`config.mk`:
```
export PLATFORM = sky130hd
export DESIGN_NAME = chess_timer
export DESIGN_NICKNAME = d
export VERILOG_FILES = /design/src/rtl/chess_pkg.sv /design/src/rtl/bcd_down_counter.sv /design/src/rtl/chess_timer.sv
export SDC_FILE = /design/constraint.sdc
export NUM_CORES = 1
export LEC_CHECK = 0
export ABC_AREA = 1
export CAP_MARGIN = 10
export CORE_UTILIZATION = 47
export CTS_CLUSTER_SIZE = 10
export DETAILED_ROUTE_END_ITERATION = 7
export GPL_TIMING_DRIVEN = 0
export HOLD_SLACK_MARGIN = 0.06
export MAX_ROUTING_LAYER = met4
export PLACE_DENSITY = 0.76
export SETUP_SLACK_MARGIN = 0.1
export SLEW_MARGIN = 30
export SYNTH_ARGS = -nofsm -noshare
export SYNTH_HDL_FRONTEND = slang
export SYNTH_SLANG_ARGS = --single-unit
```
`constraint.sdc`:
```
create_clock -name clk_50m -period 1.5 [get_ports clk_50m]
set_input_delay 0.3 -clock clk_50m [delete_from_list [all_inputs] [get_ports clk_50m]]
set_output_delay 0.3 -clock clk_50m [all_outputs]
set_load 0.03 [all_outputs]
```
`src/rtl/chess_pkg.sv`:
```
// chess_pkg -- shared definitions for the chess clock.
//   state_t      : controller state encoding
//   DIGIT_MAX9/5 : BCD digit values written on a borrow (units / tens of seconds)
//   bcd_time_t   : 20-bit display field {m10, m1, s10, s1, t} = MM:SS.t
//   init_time()  : builds MM:00.0 from a minute count
package chess_pkg;

  typedef enum logic [2:0] {
    ST_IDLE,
    ST_RUN_A,
    ST_RUN_B,
    ST_PAUSE,
    ST_TIMEOUT_A,
    ST_TIMEOUT_B
  } state_t;

  localparam logic [3:0] DIGIT_MAX9 = 4'd9;
  localparam logic [3:0] DIGIT_MAX5 = 4'd5;

  localparam int TIME_W = 20;

  typedef struct packed {
    logic [3:0] m10;
    logic [3:0] m1;
    logic [3:0] s10;
    logic [3:0] s1;
    logic [3:0] t;
  } bcd_time_t;

  function automatic bcd_time_t init_time(input int minutes);
    bcd_time_t v;
    v     = '0;
    v.m10 = 4'(minutes / 10);
    v.m1  = 4'(minutes % 10);
    return v;
  endfunction

endpackage

```
`src/rtl/bcd_down_counter.sv`:
```
// bcd_down_counter -- one player's MM:SS.t clock, counting down in tenths.
// Ports:
//   clk   : system clock
//   rst   : synchronous active-high reset, reloads INIT_MIN:00.0
//   load  : reload INIT_MIN:00.0 (wins over dec)
//   dec   : subtract one tenth; held at 00:00.0 once there
//   value : BCD {m10, m1, s10, s1, t}
//   zero  : value is 00:00.0
module bcd_down_counter
  import chess_pkg::*;
#(
  parameter int INIT_MIN = 5
) (
  input  logic              clk,
  input  logic              rst,
  input  logic              load,
  input  logic              dec,
  output logic [TIME_W-1:0] value,
  output logic              zero
);

  localparam bcd_time_t RELOAD = init_time(INIT_MIN);

  bcd_time_t cur;
  bcd_time_t nxt;

  assign value = cur;
  assign zero  = (cur == '0);

  // Borrow ripples from tenths upward; m10 only ever borrows from m1,
  // and the zero guard keeps it from wrapping.
  always_comb begin
    nxt = cur;
    if (dec && !zero) begin
      if (cur.t != 4'd0) begin
        nxt.t = cur.t - 4'd1;
      end else begin
        nxt.t = DIGIT_MAX9;
        if (cur.s1 != 4'd0) begin
          nxt.s1 = cur.s1 - 4'd1;
        end else begin
          nxt.s1 = DIGIT_MAX9;
          if (cur.s10 != 4'd0) begin
            nxt.s10 = cur.s10 - 4'd1;
          end else begin
            nxt.s10 = DIGIT_MAX5;
            if (cur.m1 != 4'd0) begin
              nxt.m1 = cur.m1 - 4'd1;
            end else begin
              nxt.m1  = DIGIT_MAX9;
              nxt.m10 = cur.m10 - 4'd1;
            end
          end
        end
      end
    end
  end

  always_ff @(posedge clk) begin
    if (rst || load) begin
      cur <= RELOAD;
    end else begin
      cur <= nxt;
    end
  end

endmodule

```
`src/rtl/chess_timer.sv`:
```
// chess_timer -- two-player chess clock controller.
// Ports:
//   clk_50m              : system clock, the only clock
//   rst                  : synchronous active-high reset
//   clk_10               : 10 Hz square wave, rising edge = one tenth elapsed
//   clk_763              : buzzer tone square wave
//   btn_start/pause/a/b  : single-cycle debounced button pulses
//   time_a, time_b       : BCD MM:SS.t per player
//   turn                 : active player (0 = A, 1 = B)
//   running              : clock running for either player
//   timeout_a/b          : flag fallen
//   buzzer               : gated tone output
//
// state        | meaning
// -------------+----------------------------------------------
// ST_IDLE      | both clocks loaded, waiting for btn_start
// ST_RUN_A     | A's clock counting down
// ST_RUN_B     | B's clock counting down
// ST_PAUSE     | frozen; pause_turn remembers whose clock resumes
// ST_TIMEOUT_A | A's flag fell, times frozen until btn_start
// ST_TIMEOUT_B | B's flag fell, times frozen until btn_start
module chess_timer
  import chess_pkg::*;
#(
  parameter int INIT_MIN   = 5,
  parameter int BUZZ_TICKS = 20
) (
  input  logic              clk_50m,
  input  logic              rst,
  input  logic              clk_10,
  input  logic              clk_763,
  input  logic              btn_start,
  input  logic              btn_pause,
  input  logic              btn_a,
  input  logic              btn_b,
  output logic [TIME_W-1:0] time_a,
  output logic [TIME_W-1:0] time_b,
  output logic              turn,
  output logic              running,
  output logic              timeout_a,
  output logic              timeout_b,
  output logic              buzzer
);

  localparam int                BW         = $clog2(BUZZ_TICKS + 1);
  localparam logic [BW-1:0]     BUZZ_LOAD  = BW'(BUZZ_TICKS);
  localparam logic [BW-1:0]     BUZZ_ONE   = BW'(1);
  localparam logic [TIME_W-1:0] LAST_TENTH = 20'h00001;

  state_t        state, state_nxt;
  logic          pause_turn, pause_turn_nxt;
  logic          clk_10_q;
  logic          tick;
  logic          dec_a, dec_b;
  logic          load_times;
  logic          buzz_long, buzz_short;
  logic          zero_a, zero_b;
  logic [BW-1:0] buzz_cnt;
  logic          buzz_en;

  assign tick    = clk_10 & ~clk_10_q;
  assign buzz_en = (buzz_cnt != '0);

  bcd_down_counter #(.INIT_MIN(INIT_MIN)) u_cnt_a (
    .clk   (clk_50m),
    .rst   (rst),
    .load  (load_times),
    .dec   (dec_a),
    .value (time_a),
    .zero  (zero_a)
  );

  bcd_down_counter #(.INIT_MIN(INIT_MIN)) u_cnt_b (
    .clk   (clk_50m),
    .rst   (rst),
    .load  (load_times),
    .dec   (dec_b),
    .value (time_b),
    .zero  (zero_b)
  );

  always_ff @(posedge clk_50m) begin
    if (rst) begin
      state      <= ST_IDLE;
      pause_turn <= 1'b0;
      clk_10_q   <= 1'b0;
    end else begin
      state      <= state_nxt;
      pause_turn <= pause_turn_nxt;
      clk_10_q   <= clk_10;
    end
  end

  // Pause outranks everything in a running state, including a coinciding
  // tick: the clock freezes from this edge on. A tick reaching 00:00.0
  // swallows a same-cycle turn button.
  always_comb begin
    state_nxt      = state;
    pause_turn_nxt = pause_turn;
    dec_a          = 1'b0;
    dec_b          = 1'b0;
    load_times     = 1'b0;
    buzz_long      = 1'b0;
    buzz_short     = 1'b0;
    case (state)
      ST_IDLE: begin
        if (btn_start) state_nxt = ST_RUN_A;
      end
      ST_RUN_A: begin
        if (btn_pause) begin
          state_nxt      = ST_PAUSE;
          pause_turn_nxt = 1'b0;
        end else if (tick && (time_a == LAST_TENTH || zero_a)) begin
          dec_a     = 1'b1;
          state_nxt = ST_TIMEOUT_A;
          buzz_long = 1'b1;
        end else begin
          dec_a = tick;
          if (btn_a) begin
            state_nxt  = ST_RUN_B;
            buzz_short = 1'b1;
          end
        end
      end
      ST_RUN_B: begin
        if (btn_pause) begin
          state_nxt      = ST_PAUSE;
          pause_turn_nxt = 1'b1;
        end else if (tick && (time_b == LAST_TENTH || zero_b)) begin
          dec_b     = 1'b1;
          state_nxt = ST_TIMEOUT_B;
          buzz_long = 1'b1;
        end else begin
          dec_b = tick;
          if (btn_b) begin
            state_nxt  = ST_RUN_A;
            buzz_short = 1'b1;
          end
        end
      end
      ST_PAUSE: begin
        if (btn_pause) state_nxt = pause_turn ? ST_RUN_B : ST_RUN_A;
      end
      ST_TIMEOUT_A, ST_TIMEOUT_B: begin
        if (btn_start) begin
          load_times = 1'b1;
          state_nxt  = ST_IDLE;
        end
      end
      default: state_nxt = ST_IDLE;
    endcase
  end

  assign running   = (state == ST_RUN_A) || (state == ST_RUN_B);
  assign timeout_a = (state == ST_TIMEOUT_A);
  assign timeout_b = (state == ST_TIMEOUT_B);

  always_comb begin
    turn = 1'b0;
    case (state)
      ST_RUN_B, ST_TIMEOUT_B: turn = 1'b1;
      ST_PAUSE:               turn = pause_turn;
      default:                turn = 1'b0;
    endcase
  end

  // A fresh request reloads the count even if a buzz is in progress.
  always_ff @(posedge clk_50m) begin
    if (rst) begin
      buzz_cnt <= '0;
      buzzer   <= 1'b0;
    end else begin
      if (buzz_long) begin
        buzz_cnt <= BUZZ_LOAD;
      end else if (buzz_short) begin
        buzz_cnt <= BUZZ_ONE;
      end else if (tick && buzz_en) begin
        buzz_cnt <= buzz_cnt - BUZZ_ONE;
      end
      buzzer <= buzz_en & clk_763;
    end
  end

endmodule
```
==> impl_metrics.ini <==
[timing]
setup_viol = 46
fin_skew_ns = 0.0102
max_freq_mhz = 608
slew_headroom = 0.674
rsz0062_at_grt = true
setup_ws_ns = -0.145
worst_pin_slew_ns = 0.486
hold_viol = 0
period_minus_slack_ns = 1.64
fin_hold_ws_ns = 0.441
drv_slew = 0
min_period_over_period = 1.10

[grt]
grtUsageMet1 = 0.283
antenna_found_initial = 0
grt.total_usage = 0.253
grt_max_degree = 16
grt_pass1_wl_mm = 12.5
grt_pass1_vias = 2870
gr-total-overflow = 0
grtUsageMet3 = 0.0523
grt_busiest_layer = met2
grt_util_met2 = 0.442

[setup_path]
cpMostUsedCell = nor2_4
slowest_delay_ns = 0.37
arrival_ns = 1.89
start_kind = flip-flop
critPathKind = reg2reg
cp_slowest_cell = dfxtp_4
required_ns = 1.75
worstPathCellList = buf_6 > nor2_4 > nand2_4 > nor2_4 > nand2_8 > nor2_4 > nand2_1 > a21oi_2
cp_max_fo = 8
endpoint_kind = flip-flop

[synthesis]
ys_ff_latch = 51
synth_fp_nets = 457
postSynthAreaPerCell_um2 = 6.52
syn-cell-area_um2 = 2900
seq_area_frac_synth = 0.352
syn_inst = 445
yosys_warnings = 0
synthDistinctLibCells = 34

[clock_tree]
postCtsHoldBufs = 0
cts_buffers = 5
cts_buffer_depth = 2
cts_tree = built
h-tree-depth = 2
insertion_delay_ns = 0.32
cts.sinks = 51
cts_root_buf = clkbuf_8
clk_pin_slew_ns = 0.10

[power_and_ir_drop]
p_per_area_nw_per_um2 = 912
ir_drop_mv = 0.787
power.total_mw = 4.25
power_leakage_nw = 1.96

[cells_and_area]
diodes = 0
layout-area-overhead-vs-synth_pct = 60.5
nNetsFinal = 561
final_cell_count_no_fill = 625
final_util = 0.786
layout-drive-gt1-share = 0.571

[detailed_routing]
vias = 3388
drt_iter0_drc = 174
viasPerCell = 5.42
post-route-drc-count = 0
wl_per_cell_um = 15.4
wirelength_mm = 9.64
antenna_left = 0
drt-pass1-iter-count = 5

[die]
die_h_um = 80.6
std_cell_rows = 28
die_w_um = 80.6
io_pins = 53
coreArea_um2 = 5920
die_area_um2 = 6490
initial_utilization = 0.490

[min_path]
min_path_type = in2reg

[placed_design]
pre_cts_slack_ns = -0.755
gp_congestion = 0.844
portBuffers = 52
dp.final_hpwl_mm = 5.23
dp.cells = 572

[run_status]
status = finished with violations
violations = negative setup slack

[flow_run]
cap_violations = 0
[flip-flops by register name, summed over array words and instances, names as in the netlist]
signal         flops
clk_10_q           1
u_cnt_a.value     20
u_cnt_b.value     20
pause_turn         1
buzz_cnt           5
buzzer             1
state              3
[synthesized netlist by cell type]
cell type | instances | area (um2)
or2_2 | 1 | 6.26
o221ai_1 | 1 | 8.76
o21ai_1 | 3 | 15.0
o21ai_2 | 1 | 8.76
nand2_2 | 6 | 37.5
nor2_1 | 45 | 169
inv_2 | 14 | 52.6
dfxtp_1 | 51 | 1020
inv_1 | 63 | 236
o211ai_1 | 1 | 7.51
nor2_2 | 11 | 68.8
nor3_2 | 1 | 10.0
or2_1 | 1 | 6.26
a31oi_1 | 1 | 6.26
ha_1 | 4 | 50.1
nor3_1 | 5 | 25.0
nand2_4 | 2 | 22.5
nand3_2 | 1 | 10.0
clkinv_1 | 1 | 3.75
nand3_1 | 33 | 165
nand4_1 | 15 | 93.8
a21oi_1 | 39 | 195
nor4_1 | 1 | 6.26
nand2_8 | 1 | 20.0
xnor2_1 | 2 | 17.5
o31ai_1 | 2 | 15.0
clkbuf_1 | 3 | 11.3
o31a_1 | 1 | 8.76
nand2_1 | 109 | 409
xor2_1 | 6 | 52.6
inv_4 | 1 | 6.26
o21ai_0 | 12 | 60.1
nor2_4 | 6 | 67.6
a22oi_1 | 1 | 7.51
[metal layers]
metal,up-vias,share of wire
met5,-,0
met4,0,0.031
met3,28,0.055
met2,130,0.52
met1,1596,0.39
li1,1634,-
[layout make-up]
type                       count  area (um2)
tap                           75        93.8
buffer                         3        20.0
clock buffer                   7        97.6
fill                         380        1260
multi-input combinational    312        2160
inverter                      79         353
sequential                    51        1140
timing repair buffer          97         767
clock inverter                 1        30.0
[final timing paths]
path / from / end / slack [ns] / cells past startpoint
worst max register to register: state[2] / u_cnt_b.value[19] / -0.14 / 8
worst max-delay path: state[2] / u_cnt_b.value[19] / -0.14 / 8
worst min-delay path: clk_10 / clk_10_q / 0.44 / 4
worst min register to register: u_cnt_a.value[11] / u_cnt_a.value[11] / 0.47 / 2
[through the flow]
step / instance area [um2] / TNS (ns)
3_3_place_gp: 3700 / -24.96
4_1_cts: 4220 / -0.432
3_5_place_dp: 3700 / -26.83
6_report: 4660 / -3.51
2_1_floorplan: 3080 / 0
5_1_grt: 4660 / -6.84
[where the power goes]
group / switching (mW) / internal (mW) / total [mW]
Clock: 0.496 / 0.600 / 1.10
Combinational: 0.987 / 0.575 / 1.56
Sequential: 0.130 / 1.46 / 1.59
Total: 1.61 / 2.63 / 4.25
[timing repair]
| item | CTS | global route |
|---|---|---|
| hold endpoints to repair | 0 | 0 |
| buffers inserted | 22 | 23 |
| pin swaps | 39 | 52 |
| resized for setup | 184 | 164 |
| endpoints found under the setup margin | 93 | 85 |
[cell families after synthesis]
kind of cell | after synthesis | share of synthesized area
and+or+nand+nor | 238 | 0.385
buffers and inverters | 82 | 0.107
AOI/OAI and AO/OA | 62 | 0.115
DFF | 51 | 0.352
xor gates and xnor gates | 8 | 0.0241
adders and majority gates | 4 | 0.0172
[critical path: cells and delay by family, from the launching register on]
family	cells	cell delay (ns)
flip-flops	1	0.37
buffers and inverters	1	0.12
AND/OR/NAND/NOR	6	0.91
AO/OA/AOI/OAI	1	0.17
[cells in the final DEF, fill, tap and decap left out, types with 6 or more instances in the layout]
| cell type | n |
|---|---|
| nand2_1 | 60 |
| nand2_2 | 42 |
| inv_1 | 37 |
| buf_4 | 37 |
| nor2_4 | 29 |
| nor2_1 | 25 |
| nand3_1 | 25 |
| clkbuf_2 | 25 |
| a21oi_2 | 24 |
| dfxtp_4 | 24 |
| inv_2 | 21 |
| dfxtp_2 | 20 |
| inv_4 | 19 |
| nand4_1 | 15 |
| nand2_4 | 14 |
| a21oi_1 | 14 |
| buf_6 | 12 |
| clkdlybuf4s15_1 | 9 |
| nor2_2 | 8 |
| dfxtp_1 | 7 |
| xor2_1 | 6 |
| nand3_2 | 6 |
| o21ai_0 | 6 |
Note: power is estimated with default switching activity, not from simulation.
